$ cat config.mk
export PLATFORM = sky130hd
export DESIGN_NAME = instr_fetch_buffer
export DESIGN_NICKNAME = d
export VERILOG_FILES = /design/src/rtl/rv_pipe_pkg.sv /design/src/rtl/instr_fetch_buffer.sv
export SDC_FILE = /design/constraint.sdc
export NUM_CORES = 1
export LEC_CHECK = 0
export CAP_MARGIN = 20
export CORE_ASPECT_RATIO = 1.75
export CORE_MARGIN = 4
export CORE_UTILIZATION = 35
export CTS_BUF_LIST = sky130_fd_sc_hd__clkbuf_8
export CTS_CLUSTER_DIAMETER = 60
export CTS_CLUSTER_SIZE = 8
export DETAILED_ROUTE_END_ITERATION = 10
export HOLD_SLACK_MARGIN = 0.15
export PLACE_DENSITY = 0.57
export SETUP_SLACK_MARGIN = 0.5
export SYNTH_ARGS = -nofsm -noshare
export SYNTH_HDL_FRONTEND = slang
export SYNTH_SLANG_ARGS = --single-unit
$ cat constraint.sdc
create_clock -name clk -period 3.6 [get_ports clk]
set_clock_uncertainty 0.1 [all_clocks]
set_input_delay 0.72 -clock clk [delete_from_list [all_inputs] [get_ports clk]]
set_output_delay 0.72 -clock clk [all_outputs]
set_load 0.01 [all_outputs]
$ cat src/rtl/rv_pipe_pkg.sv
// ----------------------------------------------------------------------------
// rv_pipe_pkg
//   Types and constants shared by the IF/ID pipeline stages.
//   NOP_INSTR     : canonical no-op (addi x0,x0,0) driven when no word is valid
//   fetch_entry_t : one fetched instruction together with its PC
// ----------------------------------------------------------------------------
package rv_pipe_pkg;

  localparam int unsigned PIPE_XLEN = 32;
  localparam int unsigned PIPE_ILEN = 32;

  localparam logic [31:0] NOP_INSTR = 32'h0000_0013;

  typedef struct packed {
    logic [PIPE_XLEN-1:0] pc;
    logic [PIPE_ILEN-1:0] instr;
  } fetch_entry_t;

endpackage

$ cat src/rtl/instr_fetch_buffer.sv
// ----------------------------------------------------------------------------
// instr_fetch_buffer
//   DEPTH-entry first-word-fall-through queue between fetch and decode.
//   Decouples fetch from decode stalls and supports redirect squashing.
//
//   Ports
//     clk        : rising-edge clock
//     rst_n      : asynchronous active-low reset (control state only)
//     flush      : synchronous squash of every entry, highest priority
//     in_valid   : fetch presents in_pc / in_instr
//     in_ready   : buffer accepts a word this cycle
//     in_pc      : PC of the fetched word
//     in_instr   : fetched instruction word
//     out_valid  : head entry valid for decode
//     out_ready  : decode consumes the head this cycle
//     out_pc     : PC of head entry (0 when empty)
//     out_instr  : head instruction (NOP when empty)
//     count      : occupancy, 0..DEPTH
// ----------------------------------------------------------------------------
module instr_fetch_buffer
  import rv_pipe_pkg::*;
#(
  parameter int unsigned     XLEN  = PIPE_XLEN,
  parameter int unsigned     ILEN  = PIPE_ILEN,
  parameter int unsigned     DEPTH = 4,
  parameter logic [ILEN-1:0] NOP   = NOP_INSTR
) (
  input  logic                       clk,
  input  logic                       rst_n,
  input  logic                       flush,
  input  logic                       in_valid,
  output logic                       in_ready,
  input  logic [XLEN-1:0]            in_pc,
  input  logic [ILEN-1:0]            in_instr,
  output logic                       out_valid,
  input  logic                       out_ready,
  output logic [XLEN-1:0]            out_pc,
  output logic [ILEN-1:0]            out_instr,
  output logic [$clog2(DEPTH+1)-1:0] count
);

  localparam int unsigned AW = $clog2(DEPTH);
  localparam int unsigned CW = $clog2(DEPTH+1);

  fetch_entry_t    r_mem [DEPTH];
  logic [AW-1:0]   r_rd_ptr;
  logic [AW-1:0]   r_wr_ptr;
  logic [CW-1:0]   r_count;

  logic            w_full;
  logic            w_empty;
  logic            w_push;
  logic            w_pop;
  fetch_entry_t    w_in_entry;
  fetch_entry_t    w_head;

  assign w_full  = (r_count == CW'(DEPTH));
  assign w_empty = (r_count == '0);

  // in_ready looks only at registered occupancy and flush, so out_ready
  // has no combinational path back to fetch; a pop while full therefore
  // re-opens the input one cycle later.
  assign in_ready  = ~w_full & ~flush;
  assign out_valid = ~w_empty;

  assign w_push = in_valid & in_ready;
  // A pop coinciding with flush is discarded along with everything else.
  assign w_pop  = out_valid & out_ready & ~flush;

  assign w_in_entry.pc    = in_pc;
  assign w_in_entry.instr = in_instr;
  assign w_head           = r_mem[r_rd_ptr];

  // Head is masked when empty so uninitialised storage never reaches decode.
  always_comb begin
    out_pc    = '0;
    out_instr = NOP;
    if (!w_empty) begin
      out_pc    = w_head.pc;
      out_instr = w_head.instr;
    end
  end

  assign count = r_count;

  // Storage carries no reset; validity is tracked entirely by r_count.
  always_ff @(posedge clk) begin
    if (w_push) begin
      r_mem[r_wr_ptr] <= w_in_entry;
    end
  end

  // Pointers wrap naturally because DEPTH is a power of two.
  always_ff @(posedge clk or negedge rst_n) begin
    if (!rst_n) begin
      r_rd_ptr <= '0;
      r_wr_ptr <= '0;
      r_count  <= '0;
    end else if (flush) begin
      r_rd_ptr <= '0;
      r_wr_ptr <= '0;
      r_count  <= '0;
    end else begin
      if (w_push) begin
        r_wr_ptr <= r_wr_ptr + 1'b1;
      end
      if (w_pop) begin
        r_rd_ptr <= r_rd_ptr + 1'b1;
      end
      case ({w_push, w_pop})
        2'b10:   r_count <= r_count + 1'b1;
        2'b01:   r_count <= r_count - 1'b1;
        default: r_count <= r_count;
      endcase
    end
  end

endmodule

* After elaboration in Yosys (flattened, before gate mapping)
Memory sizes are Yosys's and may differ from the RTL's.
Cells that the tools add are included.
** Word-level totals
- Memories kept :: 1
- Bits in writable memories :: 256
- Word-level logic and storage cells :: 32
- Bits in registers :: 7
- Input bits :: 69
** Operators by class
- Bitwise operators :: 7
- Reductions and logical operators :: 4
- Mux-type cells :: 10
- $add $sub $neg :: 4
- Equality and inequality tests :: 3
** Memory list
- r_mem :: depth 4, width 64, read ports 1, clocked after Yosys merged registers in 0, write ports 1, line instr_fetch_buffer.sv:45 : fetch_entry_t r_mem [DEPTH];
** Operators with widths (number)
- 32-bit 2-to-1 mux :: 2
- 2-bit 2-to-1 mux :: 4
- 3-bit case mux with 2 select lines :: 1
- 2-bit by 1-bit adder with 2-bit output, second input constant :: 2
- 1-bit bitwise AND :: 4
- 2-bit nonzero test :: 2
- 3-bit by 1-bit adder with 3-bit output, second input constant :: 1
- 3-bit == test, second input constant :: 1
- 3-bit zero test :: 1
- 3-bit 2-to-1 mux :: 1
- 1-bit inverter :: 3
- 3-bit nonzero test :: 1
- 3-bit by 1-bit subtractor with 3-bit output, second input constant :: 1
- 2-bit by 1-bit == test with 1-bit output, second input constant :: 1
- 2-bit == test, second input constant :: 1
- 1-bit 2-to-1 mux :: 2

* Longest topological paths before layout
Gate-level depths: netlist of run 1.
- Depth after elaboration :: 7
- Mapped depth :: 8

* Worst setup path after synthesis of run 1
OpenSTA, ideal clock, no wires.
- Path kind :: input port to flip-flop
- Start point :: input in_valid
- End point :: memory r_mem[0][0] (netlist bit) (enable)
- Setup slack :: 0.348 ns
- Arrival :: 2.723 ns
- Buffers on the path :: 0
- Stages :: 3
- Cells stage by stage :: inv_1 > a211oi_4 > and2_1
** On the way
- Word-level cells in the longest chain between the ends :: 3
** Ends and longest elaborated chain
- from (decl) :: line instr_fetch_buffer.sv:31 : input logic in_valid,
- 1-bit bitwise AND :: line instr_fetch_buffer.sv:66 : assign w_push = in_valid & in_ready;
- 1-bit 2-to-1 mux :: line instr_fetch_buffer.sv:88 : if (w_push) begin
- 1-bit 2-to-1 mux (not written as such) :: line instr_fetch_buffer.sv:89 : r_mem[r_wr_ptr] <= w_in_entry;
- to (decl) :: line instr_fetch_buffer.sv:45
No other way between the ends.

* Worst setup path in the final report of run 1
- Start point :: register r_rd_ptr[0]
- End point :: output out_instr[17]
** On the way
- Word-level cells in the longest chain between the ends :: 2
** Ends and longest elaborated chain
- from (decl) :: line instr_fetch_buffer.sv:46 : logic [AW-1:0] r_rd_ptr;
- from (signal assigned) :: line instr_fetch_buffer.sv:108 : r_rd_ptr <= r_rd_ptr + 1'b1;
- memory 4 x 64 bit
- 32-bit 2-to-1 mux :: line instr_fetch_buffer.sv:78 : if (!w_empty) begin
- to (decl) :: line instr_fetch_buffer.sv:38 : output logic [ILEN-1:0] out_instr,
No other way between the ends.

==> flow_summary.rst, run 1 <==
.. list-table::
   :header-rows: 1

   * - Metric
     - Value
   * - Run status
     - complete, no violations
   * - Synth warn
     - 0
   * - Worst Hold Class
     - in2async
   * - Filler cell count
     - 2405
   * - Total routed wirelength
     - 22000 µm
   * - Initial antenna violation count
     - 3
   * - Total standard cell area after synthesis
     - 10100 µm²
   * - Critical path class
     - reg2out
   * - Largest cells by area after synthesis
     - sky130_fd_sc_hd__edfxtp_1 76%, sky130_fd_sc_hd__mux4_2 14%, sky130_fd_sc_hd__and2_1 4.0%
   * - Max Cap Viol
     - 0
   * - Count of hold-fix buffers inserted at cts
     - 0
   * - P_leak
     - 4.43 nW
   * - Insertion delay of the later-clocked pin in the worst-skew pair
     - 0.51 ns
   * - Largest buffer count on any clock path
     - 3
   * - Count of TritonRoute iterations in the first routing pass
     - 4
   * - Setup total negative slack
     - 0 ns
   * - Part of the Yosys area used for sequential elements
     - 77.6%
   * - Routed len/inst
     - 21.1 µm
   * - Distinct cell type count after synthesis
     - 34
   * - Estimated wirelength of the detail-placed design
     - 12900 µm
   * - TritonCTS clock tree
     - done
   * - Clock transition at the registers of the reported paths
     - 0.07 ns
   * - Number of primary I/O pins
     - 138
   * - Die width
     - 137 µm
   * - Most common cell in the netlist
     - sky130_fd_sc_hd__edfxtp_1
   * - Async set-reset flop share out of synthesis
     - 2.66%
   * - Post-route minimum period
     - 3.15 ns
   * - Final worst hold slack
     - 0.380 ns
   * - DRC errors left
     - 0
   * - TritonCTS Buffers
     - 38
   * - Max Transition Viols Final
     - 0
   * - Num Clock Sinks
     - 263
   * - CP required
     - 2.78 ns
   * - Post-Syn Area per Cell
     - 22.2 µm²
   * - Antenna Diode Count
     - 0
   * - CORE AREA
     - 28600 µm²
   * - Cell at the root of the clock tree
     - sky130_fd_sc_hd__clkbuf_8
   * - Via total after detailed routing
     - 5057
   * - Sequential share of power
     - 40.9%
   * - Number of placement rows
     - 82
   * - Largest net degree at the start of global routing
     - 34
   * - Number of synthesized flops with an enable pin
     - 256
   * - Most used DFF post-synth
     - sky130_fd_sc_hd__edfxtp_1
   * - Routability Congestion
     - 0.695
   * - Die extent in y
     - 233 µm
   * - Crit share post-route
     - 87.5%
   * - Clock network fraction of design power
     - 22.5%
   * - Number of synthesized register bits
     - 263
   * - Highest clock frequency the design can meet
     - 0.318 GHz
   * - Nets in the synthesized netlist
     - 531
   * - Internal power contribution
     - 6.40 mW
   * - Global-route usage over all layers
     - 14.2%
   * - Count of nets left with antenna violations after detail routing
     - 0
   * - Maximum level of the CTS H-tree
     - 2
   * - Residual overflow from global routing
     - 0
   * - Combinational share of power
     - 36.6%
   * - Setup repair after global routing missed its margin
     - true
   * - Overall die area
     - 31900 µm²
   * - Net switching power figure
     - 2.44 mW
   * - DR vias/cell
     - 4.85
   * - Share of Yosys cell area claimed by the top area cell type
     - 75.8%
   * - Via count of the first global-routing pass
     - 5861
   * - Fraction of final layout cells sized beyond drive strength 1
     - 35.5%
   * - Critical-path top delay cell
     - sky130_fd_sc_hd__dfrtp_4
   * - Startpoint kind of the worst setup timing path
     - register
   * - Switching share of power
     - 27.6%
   * - Endpoint kind of the worst setup timing path
     - primary output
   * - Detailed router's first-iteration violation count
     - 242
   * - Buffers on Ports
     - 137
   * - Wire length of the first global-routing pass
     - 33800 µm
   * - Final hold viol count
     - 0
   * - Least-Margin Pin Slew
     - 0.552 ns
   * - Synth-to-layout area growth
     - 29.7%
   * - Syn Inst Count
     - 457
   * - PwrDens
     - 673 nW/µm²
   * - Critical path's largest stage delay
     - 0.50 ns
   * - Critical path arrival
     - 2.33 ns
   * - IR Drop Worst-Case VDD
     - 0.235 mV
   * - Biggest area consumer among synthesized cells
     - sky130_fd_sc_hd__edfxtp_1
   * - Headroom to the max-slew limit
     - 63.1%
   * - Starting Density
     - 35.4%
   * - CP Max Fanout
     - 5
   * - Number of failing setup endpoints in the final timing report
     - 0
   * - Number of nets in the layout
     - 729
   * - Most common cell type on the critical path
     - sky130_fd_sc_hd__buf_6
   * - Cells traversed along the worst timing path
     - buf_12, buf_12, buf_16, buf_6, buf_6, mux4_2, and2_4, buf_6
   * - Most frequent cells after synthesis
     - 256 x sky130_fd_sc_hd__edfxtp_1, 65 x sky130_fd_sc_hd__and2_1, 64 x sky130_fd_sc_hd__mux4_2
per-layer routing:
layer  vias up  share of wire, %  GRT usage [%]
li1       2229                 -              -
met1      2658                37           16.3
met2       124                55           25.9
met3        42               5.0           3.04
met4         4               2.8           5.17
met5         -              0.15              0
kinds of logic after synthesis:
group                      share of synthesized area, %
buffers and inverters                              1.25
AOI/OAI and AO/OA                                 0.667
muxes                                              14.5
DFF                                                77.6
adders and majority gates                         0.691
xor gates and xnor gates                          0.333
and+or+nand+nor                                    4.97
sequential cells by signal (all words and copies together), names as in the netlist:
signal / cells
r_rd_ptr: 2
r_mem: 256
r_wr_ptr: 2
count: 3
worst paths after layout:
check	startpoint	to	slack (ns)	cells past startpoint
max in group asynchronous	rst_n	r_rd_ptr[0]$_DFFE_PN0P_	2.73	1
max reg2reg	count[0]$_DFFE_PN0P_	count[1]$_DFFE_PN0P_	1.33	8
max	r_rd_ptr[0]$_DFFE_PN0P_	out_instr[17]	0.45	8
min reg2reg	r_wr_ptr[0]$_DFFE_PN0P_	r_wr_ptr[0]$_DFFE_PN0P_	0.53	1
min in group clk	r_wr_ptr[0]$_DFFE_PN0P_	r_wr_ptr[0]$_DFFE_PN0P_	0.53	1
min	rst_n	count[1]$_DFFE_PN0P_	0.38	1
worst max-delay path, delay by kind of cell, from the launching register on:
| kind | cells | cell delay (ns) |
|---|---|---|
| buffers and inverters | 6 | 0.74 |
| and+or+nand+nor | 1 | 0.18 |
| DFF | 1 | 0.50 |
| muxes | 1 | 0.41 |
power groups by stage:
stage | Combinational [mW] | Clock, mW | Sequential (mW)
2_1_floorplan | 1.44 | 0 | 3.66
3_3_place_gp | 2.72 | 0 | 3.68
3_5_place_dp | 2.73 | 0 | 3.70
4_1_cts | 3.23 | 2.08 | 3.63
5_1_grt | 3.49 | 2.21 | 3.64
6_report | 3.24 | 1.99 | 3.62
per-stage QoR:
| stage | cells | util [%] | area, µm² | power (mW) | worst slack, ns |
|---|---|---|---|---|---|
| floorplan | 457 | - | 10100 | 5.10 | 1.03 |
| global placement | 966 | 42.4 | 12100 | 6.40 | 0.664 |
| detailed placement | 966 | 42.4 | 12100 | 6.43 | 0.554 |
| CTS | 1037 | 45.8 | 13100 | 8.94 | 0.371 |
| global route | 1042 | 45.9 | 13200 | 9.34 | 0.362 |
| finish | 1042 | 45.9 | 13200 | 8.85 | 0.450 |
cell type report:
| type | count | area, µm² | share of cell area, % |
|---|---|---|---|
| repair buffers | 180 | 1970 | 15.0 |
| flip-flops and latches | 263 | 7870 | 59.9 |
| clock buffers | 41 | 564 | 4.29 |
| clock inverters | 8 | 30.0 | 0.228 |
| well taps | 378 | 473 | 3.60 |
| inverters | 5 | 18.8 | 0.143 |
| multi-input cells | 167 | 2220 | 16.9 |
cells in the final DEF (no fill, tap or decap), drive strengths merged:
cell type and count:
buf 80, clkbuf 54, clkdlybuf4s15 5, nor2b 1
edfxtp 256, a211oi 1, dlygate4sd2 9, o22ai 1
dlymetal6s2s 1, nor3 2, or2 3, mux2i 1
nor3b 1, clkdlybuf4s50 72, o31ai 1, mux2 2
nand2 2, mux4 64, a31oi 1, and2 65
dfrtp 7, xor2 3, nor2 6, o21ai 2
nand2b 2, fa 1, o21a 1, ha 4
a21oi 2, inv 13, nand3 1
timing repair:
item,in CTS,in global routing
cloned,5,0
gates resized for setup,239,37
buffers inserted,17,5
endpoints found under the setup margin,64,42
No activity file was read; power rests on OpenSTA's default activity.
==> run 2: changes to the inputs <==
--- a/config.mk
+++ b/config.mk
@@ -15,7 +15,7 @@
 export DETAILED_ROUTE_END_ITERATION = 10
 export HOLD_SLACK_MARGIN = 0.15
 export PLACE_DENSITY = 0.57
-export SETUP_SLACK_MARGIN = 0.5
+export SETUP_SLACK_MARGIN = 0.2
 export SYNTH_ARGS = -nofsm -noshare
 export SYNTH_HDL_FRONTEND = slang
 export SYNTH_SLANG_ARGS = --single-unit
==> run 2 against run 1 <==
Net effect:
- wire length fell by 3.0%
- via count down 1.7%
- sequential share of layout area is 1.6 points higher
- non-clock buffer count down 24
- final cell count shrank 0.96%
- worst setup slack got worse by 0.19 ns
- worst hold slack gained 0.024 ns
- critical path depth decreased by 4
- maximum frequency decreased by 5.7%
- utilization shrank 1.2 points
- first-iteration DRC count increased by 14%
- largest cell class unchanged
==> flow_summary.rst, run 2 (synthesized netlist as in run 1, its figures left out) <==
.. list-table::
   :header-rows: 1

   * - Metric
     - Value
   * - Count of TritonRoute iterations in the first routing pass
     - 4 (unchanged)
   * - Internal power contribution
     - 6.06 mW (-5.3%)
   * - Via total after detailed routing
     - 4971 (-1.7%)
   * - Routability Congestion
     - 0.733 (+5.4%)
   * - Overall power consumption
     - 8.41 mW (-4.9%)
   * - Die extent in y
     - 233 µm (unchanged)
   * - Switching share of power
     - 27.9% (+0.29 points)
   * - Setup repair after global routing missed its margin
     - true
   * - Largest buffer count on any clock path
     - 3 (unchanged)
   * - Count of hold-fix buffers inserted at cts
     - 0 (unchanged)
   * - Register name with the most flops
     - r_mem
   * - Routed len/inst
     - 20.7 µm (-2.1%)
   * - Starting Density
     - 35.4% (unchanged)
   * - TritonCTS clock tree
     - done
   * - Least-Margin Pin Slew
     - 0.580 ns (+0.0280 ns)
   * - Setup total negative slack
     - 0 ns (unchanged)
   * - Post-route design area
     - 12800 µm² (-2.6%)
   * - Buffers on Ports
     - 137 (unchanged)
   * - IR Drop Worst-Case VDD
     - 0.316 mV (+34%)
   * - Endpoint kind of the worst setup timing path
     - primary output
   * - Maximum level of the CTS H-tree
     - 2 (unchanged)
   * - Critical path arrival
     - 2.52 ns (+0.19 ns)
   * - PwrDens
     - 656 nW/µm² (-2.4%)
   * - Clock network fraction of design power
     - 24.1% (+1.6 points)
   * - Number of placement rows
     - 82 (unchanged)
   * - CP Max Fanout
     - 7 (+2)
   * - Overall die area
     - 31900 µm² (unchanged)
   * - Sequential share of power
     - 43.3% (+2.4 points)
   * - Num Clock Sinks
     - 263 (unchanged)
   * - DR vias/cell
     - 4.82 (-0.75%)
   * - Total routed wirelength
     - 21400 µm (-3.0%)
   * - Cell area reported after detailed placement
     - 12100 µm² (about the same)
   * - Wire length of the first global-routing pass
     - 32200 µm (-4.8%)
   * - Number of primary I/O pins
     - 138 (unchanged)
   * - Combinational share of power
     - 32.5% (-4.1 points)
   * - Worst Hold Class
     - in2async
   * - Most frequent standard cell in the layout excluding fill and tap cells
     - sky130_fd_sc_hd__edfxtp_1
   * - Post-route minimum period
     - 3.34 ns (+0.189 ns)
   * - Via count of the first global-routing pass
     - 5505 (-6.1%)
   * - P_leak
     - 4.11 nW (-7.1%)
   * - Max Transition Viols Final
     - 0 (unchanged)
   * - Flip-flop count of the largest register, all copies and words added
     - 256 (unchanged)
   * - TritonCTS Buffers
     - 38 (unchanged)
   * - CORE AREA
     - 28600 µm² (unchanged)
   * - Highest clock frequency the design can meet
     - 0.300 GHz (-5.7%)
   * - Cell at the root of the clock tree
     - sky130_fd_sc_hd__clkbuf_8
   * - DRC errors left
     - 0 (unchanged)
   * - Count of nets left with antenna violations after detail routing
     - 0 (unchanged)
   * - Crit share post-route
     - 92.7% (+5.2 points)
   * - Most frequent cells in the layout
     - 256 x sky130_fd_sc_hd__edfxtp_1, 137 x sky130_fd_sc_hd__clkdlybuf4s50_1, 64 x sky130_fd_sc_hd__mux4_2
   * - Number of nets in the layout
     - 705 (-3.3%)
   * - Max Cap Viol
     - 0 (unchanged)
   * - Number of failing setup endpoints in the final timing report
     - 0 (unchanged)
   * - Die width
     - 137 µm (unchanged)
   * - Fraction of final layout cells sized beyond drive strength 1
     - 20.7% (-15 points)
   * - Global-route usage over all layers
     - 13.5% (-0.71 points)
   * - Residual overflow from global routing
     - 0 (unchanged)
   * - Run status
     - complete, no violations
   * - Filler cell count
     - 2443 (+1.6%)
   * - Startpoint kind of the worst setup timing path
     - register
   * - Detailed router's first-iteration violation count
     - 276 (+14%)
   * - Synth-to-layout area growth
     - 26.4%
   * - Final hold viol count
     - 0 (unchanged)
   * - Headroom to the max-slew limit
     - 61.2% (-1.9 points)
   * - Largest net degree at the start of global routing
     - 47 (+38%)
   * - Estimated wirelength of the detail-placed design
     - 12900 µm (-0.19%)
   * - Critical path class
     - reg2out
   * - Initial antenna violation count
     - 0 (-3)
   * - Insertion delay of the later-clocked pin in the worst-skew pair
     - 0.51 ns (about the same)
   * - CP required
     - 2.78 ns (about the same)
   * - Net switching power figure
     - 2.35 mW (-3.9%)
   * - Clock transition at the registers of the reported paths
     - 0.07 ns (about the same)
-- run 2: cell types whose count changed in the layout (fill, tap and decap cells not counted), moves of 5 or more --
cell | before | now
sky130_fd_sc_hd__clkdlybuf4s15_1 | 5 | 0
sky130_fd_sc_hd__and2_4 | 29 | 4
sky130_fd_sc_hd__and2_1 | 36 | 61
sky130_fd_sc_hd__dlygate4sd2_1 | 9 | 0
sky130_fd_sc_hd__buf_2 | 14 | 0
sky130_fd_sc_hd__clkdlybuf4s50_1 | 72 | 137
sky130_fd_sc_hd__buf_12 | 19 | 9
sky130_fd_sc_hd__buf_16 | 6 | 1
sky130_fd_sc_hd__inv_1 | 12 | 26
sky130_fd_sc_hd__buf_6 | 28 | 2
sky130_fd_sc_hd__clkbuf_2 | 13 | 0
-- run 2: layout make-up --
type                            instances  area, µm²  share of cell area (%)
Timing Repair Buffer                  156       1650                    12.9
Sequential cell                       263       7870                    61.4
Multi-Input combinational cell        167       2170                    16.9
Clock buffer                           39        537                    4.19
Inverter                                5       18.8                   0.146
Antenna cell                            1       2.50                  0.0195
Tap cell                              378        473                    3.69
Clock inverter                         23       90.1                   0.703
-- run 2: worst paths after layout --
check / from / to / slack (ns) / cells past startpoint
max: r_rd_ptr[0]$_DFFE_PN0P_ / out_instr[4] / 0.26 / 4
min: rst_n / count[2]$_DFFE_PN0P_ / 0.40 / 1
max reg2reg: count[2]$_DFFE_PN0P_ / count[1]$_DFFE_PN0P_ / 1.18 / 8
min reg2reg: r_wr_ptr[1]$_DFFE_PN0P_ / r_wr_ptr[1]$_DFFE_PN0P_ / 0.54 / 2
max in group asynchronous: rst_n / r_rd_ptr[0]$_DFFE_PN0P_ / 2.67 / 1
min in group clk: r_wr_ptr[1]$_DFFE_PN0P_ / r_wr_ptr[1]$_DFFE_PN0P_ / 0.54 / 2
-- run 2: metal layers --
metal  vias to the layer above  GRT usage (%)  wire length (µm)
li1                       2189              -                 -
met1                      2597           16.2              8310
met2                       142           23.5             11300
met3                        43           2.65              1040
met4                         0           5.99               722
met5                         -              0                 0
-- run 2: per-stage QoR --
step | hold slack, ns | cells | worst slack [ns] | utilization (%)
global route | 0.396 | 1031 | 0.165 | 44.7
detailed placement | 0.524 | 965 | 0.484 | 42.4
finish | 0.403 | 1032 | 0.261 | 44.8
global placement | 0.465 | 965 | 0.539 | 42.4
CTS | 0.365 | 1031 | 0.169 | 44.7
floorplan | 0.324 | 457 | 0.348 | -
-- run 2: critical path, stage by stage (launching register included) --
cell                              delay [ns]
sky130_fd_sc_hd__dfrtp_4                0.51
sky130_fd_sc_hd__buf_6                  0.18
sky130_fd_sc_hd__mux4_2                 0.52
sky130_fd_sc_hd__or2_1                  0.29
sky130_fd_sc_hd__clkdlybuf4s50_1        0.50
-- run 2: what timing repair did --
action                     CTS  global route
resized for setup            0             3
buffers inserted             4             0
pin swaps                    0             0
setup endpoints to repair   53            37
-- run 2: power groups by stage --
stage          Combinational (mW)  Sequential [mW]  Clock, mW
2_1_floorplan                1.44             3.67          0
3_3_place_gp                 2.71             3.73          0
3_5_place_dp                 2.72             3.74          0
4_1_cts                      2.81             3.64       2.12
5_1_grt                      2.95             3.66       2.25
6_report                     2.74             3.64       2.03
